### src/rtl/dso_pkg.sv
// dso_pkg: shared state, mode and slope encodings for the scope acquisition path
package dso_pkg;
  localparam int SAMPLE_W_DEF = 12;
  localparam int ADDR_W_DEF = 15;
  typedef enum logic [2:0] {IDLE, PREFILL, WAIT_TRIG, POSTFILL, HOLD} cap_state_t;
  localparam logic [1:0] MODE_AUTO = 2'b00;
  localparam logic [1:0] MODE_NORMAL = 2'b01;
  localparam logic [1:0] MODE_SINGLE = 2'b10;
  localparam logic SLOPE_RISE = 1'b0;
  localparam logic SLOPE_FALL = 1'b1;
endpackage

### src/rtl/capture_ctrl_trig_detect.sv
// trig_detect: level crossing detector comparing each valid sample against the previous one
module trig_detect import dso_pkg::*; #(
  parameter int SAMPLE_W = SAMPLE_W_DEF
) (
  input  logic                clk,
  input  logic                reset_n,
  input  logic                clr,
  input  logic                en,
  input  logic                sample_valid,
  input  logic [SAMPLE_W-1:0] sample_in,
  input  logic [SAMPLE_W-1:0] trig_level,
  input  logic                trig_slope,
  output logic                hit
);
  logic [SAMPLE_W-1:0] prev;
  logic prev_valid;
  always_ff @(posedge clk or negedge reset_n)
    if (!reset_n) begin
      prev <= '0;
      prev_valid <= 1'b0;
    end else if (clr) prev_valid <= 1'b0;
    else if (en && sample_valid) begin
      prev <= sample_in;
      prev_valid <= 1'b1;
    end
  always_comb
    hit = en && sample_valid && prev_valid && (trig_slope == SLOPE_RISE ?
          prev < trig_level && sample_in >= trig_level :
          prev > trig_level && sample_in <= trig_level);
endmodule

### src/rtl/capture_ctrl.sv
// capture_ctrl: pre/post-trigger ring-buffer capture sequencer feeding sample RAM port A
module capture_ctrl import dso_pkg::*; #(
  parameter int SAMPLE_W = SAMPLE_W_DEF,
  parameter int ADDR_W = ADDR_W_DEF,
  parameter int CAPTURE_LEN = 640,
  parameter int PRETRIG = 320,
  parameter int AUTO_TIMEOUT = 4096
) (
  input  logic                clk,
  input  logic                reset_n,
  input  logic [SAMPLE_W-1:0] sample_in,
  input  logic                sample_valid,
  input  logic [SAMPLE_W-1:0] trig_level,
  input  logic                trig_slope,
  input  logic [1:0]          mode,
  input  logic                arm,
  input  logic                frame_done,
  output logic                wr_en,
  output logic [ADDR_W-1:0]   wr_addr,
  output logic [SAMPLE_W-1:0] wr_data,
  output logic [ADDR_W-1:0]   base_addr,
  output logic                frame_ready,
  output logic                triggered
);
  localparam int POST = CAPTURE_LEN - PRETRIG;
  localparam int TW = $clog2(AUTO_TIMEOUT + 1);
  localparam logic [ADDR_W-1:0] PRE_A = ADDR_W'(PRETRIG);
  localparam logic [ADDR_W-1:0] POST_A = ADDR_W'(POST);
  localparam logic [TW-1:0] TO_T = TW'(AUTO_TIMEOUT);
  cap_state_t state;
  logic [ADDR_W-1:0] wptr, trig_addr, pre_cnt, post_cnt;
  logic [TW-1:0] to_cnt;
  logic hit, take, real_hit, forced, restart;
  trig_detect #(.SAMPLE_W(SAMPLE_W)) u_trig (
    .clk(clk),
    .reset_n(reset_n),
    .clr(state == IDLE || state == HOLD),
    .en(state == PREFILL || state == WAIT_TRIG),
    .sample_valid(sample_valid),
    .sample_in(sample_in),
    .trig_level(trig_level),
    .trig_slope(trig_slope),
    .hit(hit)
  );
  always_comb begin
    take = sample_valid && (state == PREFILL || state == WAIT_TRIG || state == POSTFILL);
    real_hit = hit && state == WAIT_TRIG;
    forced = state == WAIT_TRIG && sample_valid && mode == MODE_AUTO && to_cnt == TO_T;
    restart = state == IDLE ? (mode != MODE_SINGLE || arm) :
              state == HOLD && (arm || (frame_done && mode != MODE_SINGLE));
  end
  always_ff @(posedge clk or negedge reset_n)
    if (!reset_n) begin
      state <= IDLE;
      wptr <= '0;
      trig_addr <= '0;
      pre_cnt <= '0;
      post_cnt <= '0;
      to_cnt <= '0;
      wr_en <= 1'b0;
      wr_addr <= '0;
      wr_data <= '0;
      base_addr <= '0;
      frame_ready <= 1'b0;
      triggered <= 1'b0;
    end else begin
      wr_en <= take;
      if (take) begin
        wr_addr <= wptr;
        wr_data <= sample_in;
        wptr <= wptr + ADDR_W'(1);
      end
      case (state)
        IDLE, HOLD:
          if (restart) begin
            state <= PREFILL;
            frame_ready <= 1'b0;
            pre_cnt <= '0;
            post_cnt <= '0;
            to_cnt <= '0;
          end
        PREFILL:
          if (sample_valid) begin
            pre_cnt <= pre_cnt + ADDR_W'(1);
            if (pre_cnt + ADDR_W'(1) == PRE_A) state <= WAIT_TRIG;
          end
        WAIT_TRIG:
          if (real_hit || forced) begin
            trig_addr <= wptr;
            triggered <= real_hit;
            post_cnt <= ADDR_W'(1);
            if (POST == 1) begin
              state <= HOLD;
              frame_ready <= 1'b1;
              base_addr <= wptr - PRE_A;
            end else state <= POSTFILL;
          end else if (sample_valid && to_cnt != TO_T) to_cnt <= to_cnt + TW'(1);
        POSTFILL:
          if (sample_valid) begin
            post_cnt <= post_cnt + ADDR_W'(1);
            if (post_cnt + ADDR_W'(1) == POST_A) begin
              state <= HOLD;
              frame_ready <= 1'b1;
              base_addr <= trig_addr - PRE_A;
            end
          end
        default: state <= IDLE;
      endcase
    end
endmodule

### config.mk
export PLATFORM = sky130hd
export DESIGN_NAME = capture_ctrl
export DESIGN_NICKNAME = d
export VERILOG_FILES = /design/src/rtl/dso_pkg.sv /design/src/rtl/capture_ctrl_trig_detect.sv /design/src/rtl/capture_ctrl.sv
export SDC_FILE = /design/constraint.sdc
export NUM_CORES = 1
export LEC_CHECK = 0
export ABC_AREA = 1
export BUFFER_PORTS_ARGS = -buffer_cell sky130_fd_sc_hd__buf_2
export CELL_PAD_IN_SITES_DETAIL_PLACEMENT = 1
export CELL_PAD_IN_SITES_GLOBAL_PLACEMENT = 1
export CORE_AREA = 2 2 128 130
export CTS_CLUSTER_DIAMETER = 50
export DETAILED_ROUTE_END_ITERATION = 8
export DIE_AREA = 0 0 130 132
export HOLD_SLACK_MARGIN = 0.12
export PLACE_DENSITY = 0.95
export SLEW_MARGIN = 25
export SYNTH_ARGS = -nofsm -noshare
export SYNTH_HDL_FRONTEND = slang
export SYNTH_SLANG_ARGS = --single-unit
### constraint.sdc
create_clock -name clk -period 3.7 [get_ports clk]
set_input_delay 0.74 -clock clk [delete_from_list [all_inputs] [get_ports clk]]
set_output_delay 0.74 -clock clk [all_outputs]
set_load 0.02 [all_outputs]
==> flow_summary.toml <==
[sta]
period_share_pct = 77.3
hold_viol = 0
tightestPinTransition_ns = 0.701
timing.slew.headroom_pct = 53.3
final.setup_skew_ns = 0.0132
setup_repair_after_global_routing_missed_its_margin = "no"
fmax_ghz = 0.350
finalSetupViolations = 0
post-route-min-period_ns = 2.86
timing.setup.tns_ns = 0
slew_viol_final = 0
setup_slack_ns = 0.840

[pwr]
total_leakage_power_nw = 4.35
powerDensity_mw_per_mm2 = 687
total_power_w = 0.00591
ir_drop_mv = 0.445

[drt]
via_count = 6913
drt-pass1-iter-count = 7
drt_iter0_markers = 557
viasPerCell = 5.53
routedWlPerCell_microns = 18.9
wl_microns = 23700
antenna_violation_net_count_after_detailed_routing = 0
drt_drc_violations_left = 0

[min_path]
min-delay-path-class = "primary input to asynchronous set/reset pin"

[critical_path]
worst_flop_to_flop_path_startpoint = "u_trig.prev[7]$_DFFE_PN0P_"
timing_worst_setup_path_type = "primary input to flop"
timing.reg2reg.setup_slack_ns = 0.88
timing.critical_path.arrival_ns = 3.15
cp.required_ns = 3.99
worst_r2r_endpoint = "trig_addr[2]$_DFFE_PN0P_"
worst-path-max-fanout = 23
startpoint_type = "primary input"
worstSetupEndpointType = "flop"
r2r.worst_path.cells = 15

[yosys]
ys_warn_count = 0
postSynth.topFlopCell = "sky130_fd_sc_hd__dfrtp_1"
seq_cells_post_synth = 134
synth_edf_count = 0
synthCells = 939
synth_cell_types = 46
synth_async_sr_flop_share_pct = 100
synthesis.area_sq_mm = 0.00744
yosys-top-cells-area = "sky130_fd_sc_hd__dfrtp_1, sky130_fd_sc_hd__nand2_1, sky130_fd_sc_hd__inv_1"
syn-mean-instance-area_sq_um = 7.92
mappedNetlistNets = 1001
ys_seq_area_share_pct = 45.1
yosysTopAreaCell = "sky130_fd_sc_hd__dfrtp_1"
synth_top_area_share_pct = 45.1

[grt]
grt_pass1_wl_microns = 39100
number_of_global_route_vias_before_repair = 7562
grt_max_degree = 72
antenna_found_initial = 0
global_route_usage_over_all_layers_pct = 29.4
overflow_left_after_global_routing = 0

[die]
floorplan.initialDensity_pct = 47.3
boundaryPins = 77
die_h_microns = 132
coreArea_sq_mm = 0.0157
die_area_sq_mm = 0.0172
die_w_microns = 130
num_rows = 46

[clock_tree]
clock_transition_at_the_register_clock_pins_on_the_worst_setup_and_hold_paths_after_cts_ns = 0.06
hold_bufs_inserted_after_cts = 0
post_cts_resized = 0
cts.htree.levels = 4
ctsRootBufferMaster = "sky130_fd_sc_hd__clkbuf_16"
clk-insertion-delay-late_ns = 0.44
numCtsBuffers = 17
cts_tree = "built"
clkSinkCount = 134
post_cts.repair.setup_buffers = 0
ctsLongestPathBuffers = 2

[cells_and_area]
filler_cell_count_in_the_final_layout = 1975
areaGrowthSynthToFinish_pct = 15.6
fin_nets = 1083
share_of_cells_above_drive_strength_1_pct = 16.7
diodes = 0
non_filler_instances = 1250

[placement]
gp_congestion = 0.857
place.detailed.hpwl_microns = 15800
placed_cells_incl_taps = 1218
port-buffer-count = 76
detailedPlace.worstSlack_ns = 0.607

[run_status]
status = "completed"

[run]
cap_violations = 0
-- cell type report --
type	instances	area (sq um)	area share, %
Clock buffer	20	447	5.20
Clock inverter	12	96.3	1.12
Inverter	108	408	4.75
Multi-Input combinational cell	673	3550	41.3
Sequential cell	134	3350	39.0
Tap cell	216	270	3.14
Timing Repair Buffer	87	469	5.46
-- cells in the mapped netlist (6+ instances only) --
master / number
sky130_fd_sc_hd__a21oi_1: 26
sky130_fd_sc_hd__a21oi_2: 6
sky130_fd_sc_hd__buf_2: 9
sky130_fd_sc_hd__clkbuf_1: 11
sky130_fd_sc_hd__dfrtp_1: 134
sky130_fd_sc_hd__ha_1: 30
sky130_fd_sc_hd__inv_1: 104
sky130_fd_sc_hd__mux2_2: 11
sky130_fd_sc_hd__nand2_1: 286
sky130_fd_sc_hd__nand2_2: 7
sky130_fd_sc_hd__nand3_1: 63
sky130_fd_sc_hd__nand4_1: 20
sky130_fd_sc_hd__nor2_1: 84
sky130_fd_sc_hd__nor2_2: 9
sky130_fd_sc_hd__nor3_1: 14
sky130_fd_sc_hd__o21ai_0: 44
sky130_fd_sc_hd__o22ai_1: 10
sky130_fd_sc_hd__xor2_1: 13
-- sequential cells by signal, summed over array words and instances, names as in the netlist --
register	count
triggered	1
wr_en	1
to_cnt	13
base_addr	15
wr_addr	15
frame_ready	1
wptr	15
u_trig.prev	12
pre_cnt	15
state	3
post_cnt	15
wr_data	12
trig_addr	15
u_trig.prev_valid	1
-- per-stage QoR --
step	instance area, sq um	utilization, %	hold slack (ns)
global route	8600	54.7	0.376
detailed placement	8050	51.3	0.454
CTS	8600	54.7	0.343
floorplan	7440	-	0.442
finish	8600	54.7	0.319
global placement	8050	51.3	0.451
-- worst max path at each step --
stage	depth (start not counted)	end	from
3_3_place_gp	18	to_cnt[8]$_DFFE_PN0P_	trig_level[7]
4_1_cts	18	to_cnt[12]$_DFFE_PN0P_	trig_level[9]
2_1_floorplan	17	to_cnt[7]$_DFFE_PN0P_	trig_level[11]
5_1_grt	18	to_cnt[11]$_DFFE_PN0P_	trig_level[7]
6_report	17	trig_addr[2]$_DFFE_PN0P_	trig_level[7]
3_5_place_dp	18	to_cnt[9]$_DFFE_PN0P_	trig_level[7]
-- layout by cell type, fill, tap and decap left out, types with 6 or more instances in the layout --
cell / count
sky130_fd_sc_hd__nor3_1: 14
sky130_fd_sc_hd__nand2_1: 286
sky130_fd_sc_hd__nand2_2: 7
sky130_fd_sc_hd__ha_1: 30
sky130_fd_sc_hd__a21oi_1: 26
sky130_fd_sc_hd__xor2_1: 13
sky130_fd_sc_hd__buf_4: 11
sky130_fd_sc_hd__o22ai_1: 10
sky130_fd_sc_hd__inv_1: 104
sky130_fd_sc_hd__dfrtp_1: 134
sky130_fd_sc_hd__clkbuf_16: 17
sky130_fd_sc_hd__o21ai_0: 44
sky130_fd_sc_hd__nand4_1: 20
sky130_fd_sc_hd__nor2_1: 84
sky130_fd_sc_hd__nor2_2: 9
sky130_fd_sc_hd__mux2_2: 11
sky130_fd_sc_hd__a21oi_2: 6
sky130_fd_sc_hd__nand3_1: 63
sky130_fd_sc_hd__buf_2: 75
-- kinds of logic after synthesis --
group	after synthesis	synth area share, %
adder cells (fa/ha/maj)	30	5.05
flip-flops	134	45.1
XOR/XNOR	18	2.12
AO/OA/AOI/OAI	103	8.06
AND/OR/NAND/NOR	511	30.9
multiplexers	11	1.67
buffers and inverters	132	7.15
-- layer usage --
| metal | routed length, microns | part of all wire, % | track usage [%] |
|---|---|---|---|
| met5 | 0 | 0 | 0 |
| met4 | 1030 | 4.3 | 14.8 |
| met3 | 1050 | 4.4 | 5.40 |
| met2 | 12100 | 51 | 51.0 |
| met1 | 9530 | 40 | 34.6 |
-- report_power, final --
group	switching [W]	internal [W]	leakage, nW	total [W]
logic	0.00151	0.000644	2.39	0.00215
registers	0.000300	0.00185	1.70	0.00215
clock network	0.000723	0.000883	0.254	0.00161
total	0.00253	0.00338	4.35	0.00591
-- critical path, stage by stage --
cell and delay [ns]:
sky130_fd_sc_hd__buf_2 0.08, sky130_fd_sc_hd__inv_1 0.05, sky130_fd_sc_hd__ha_1 0.30, sky130_fd_sc_hd__nand2_1 0.08, sky130_fd_sc_hd__nor2_1 0.16, sky130_fd_sc_hd__nand2_1 0.10
sky130_fd_sc_hd__a21oi_1 0.13, sky130_fd_sc_hd__nor2_1 0.07, sky130_fd_sc_hd__nor2_1 0.08, sky130_fd_sc_hd__nand2_1 0.05, sky130_fd_sc_hd__nand2_1 0.07, sky130_fd_sc_hd__nand3_1 0.16
sky130_fd_sc_hd__nand2_1 0.12, sky130_fd_sc_hd__buf_4 0.23, sky130_fd_sc_hd__inv_1 0.10, sky130_fd_sc_hd__buf_4 0.23, sky130_fd_sc_hd__o21ai_0 0.38
Note: power is estimated with default switching activity, not from simulation.
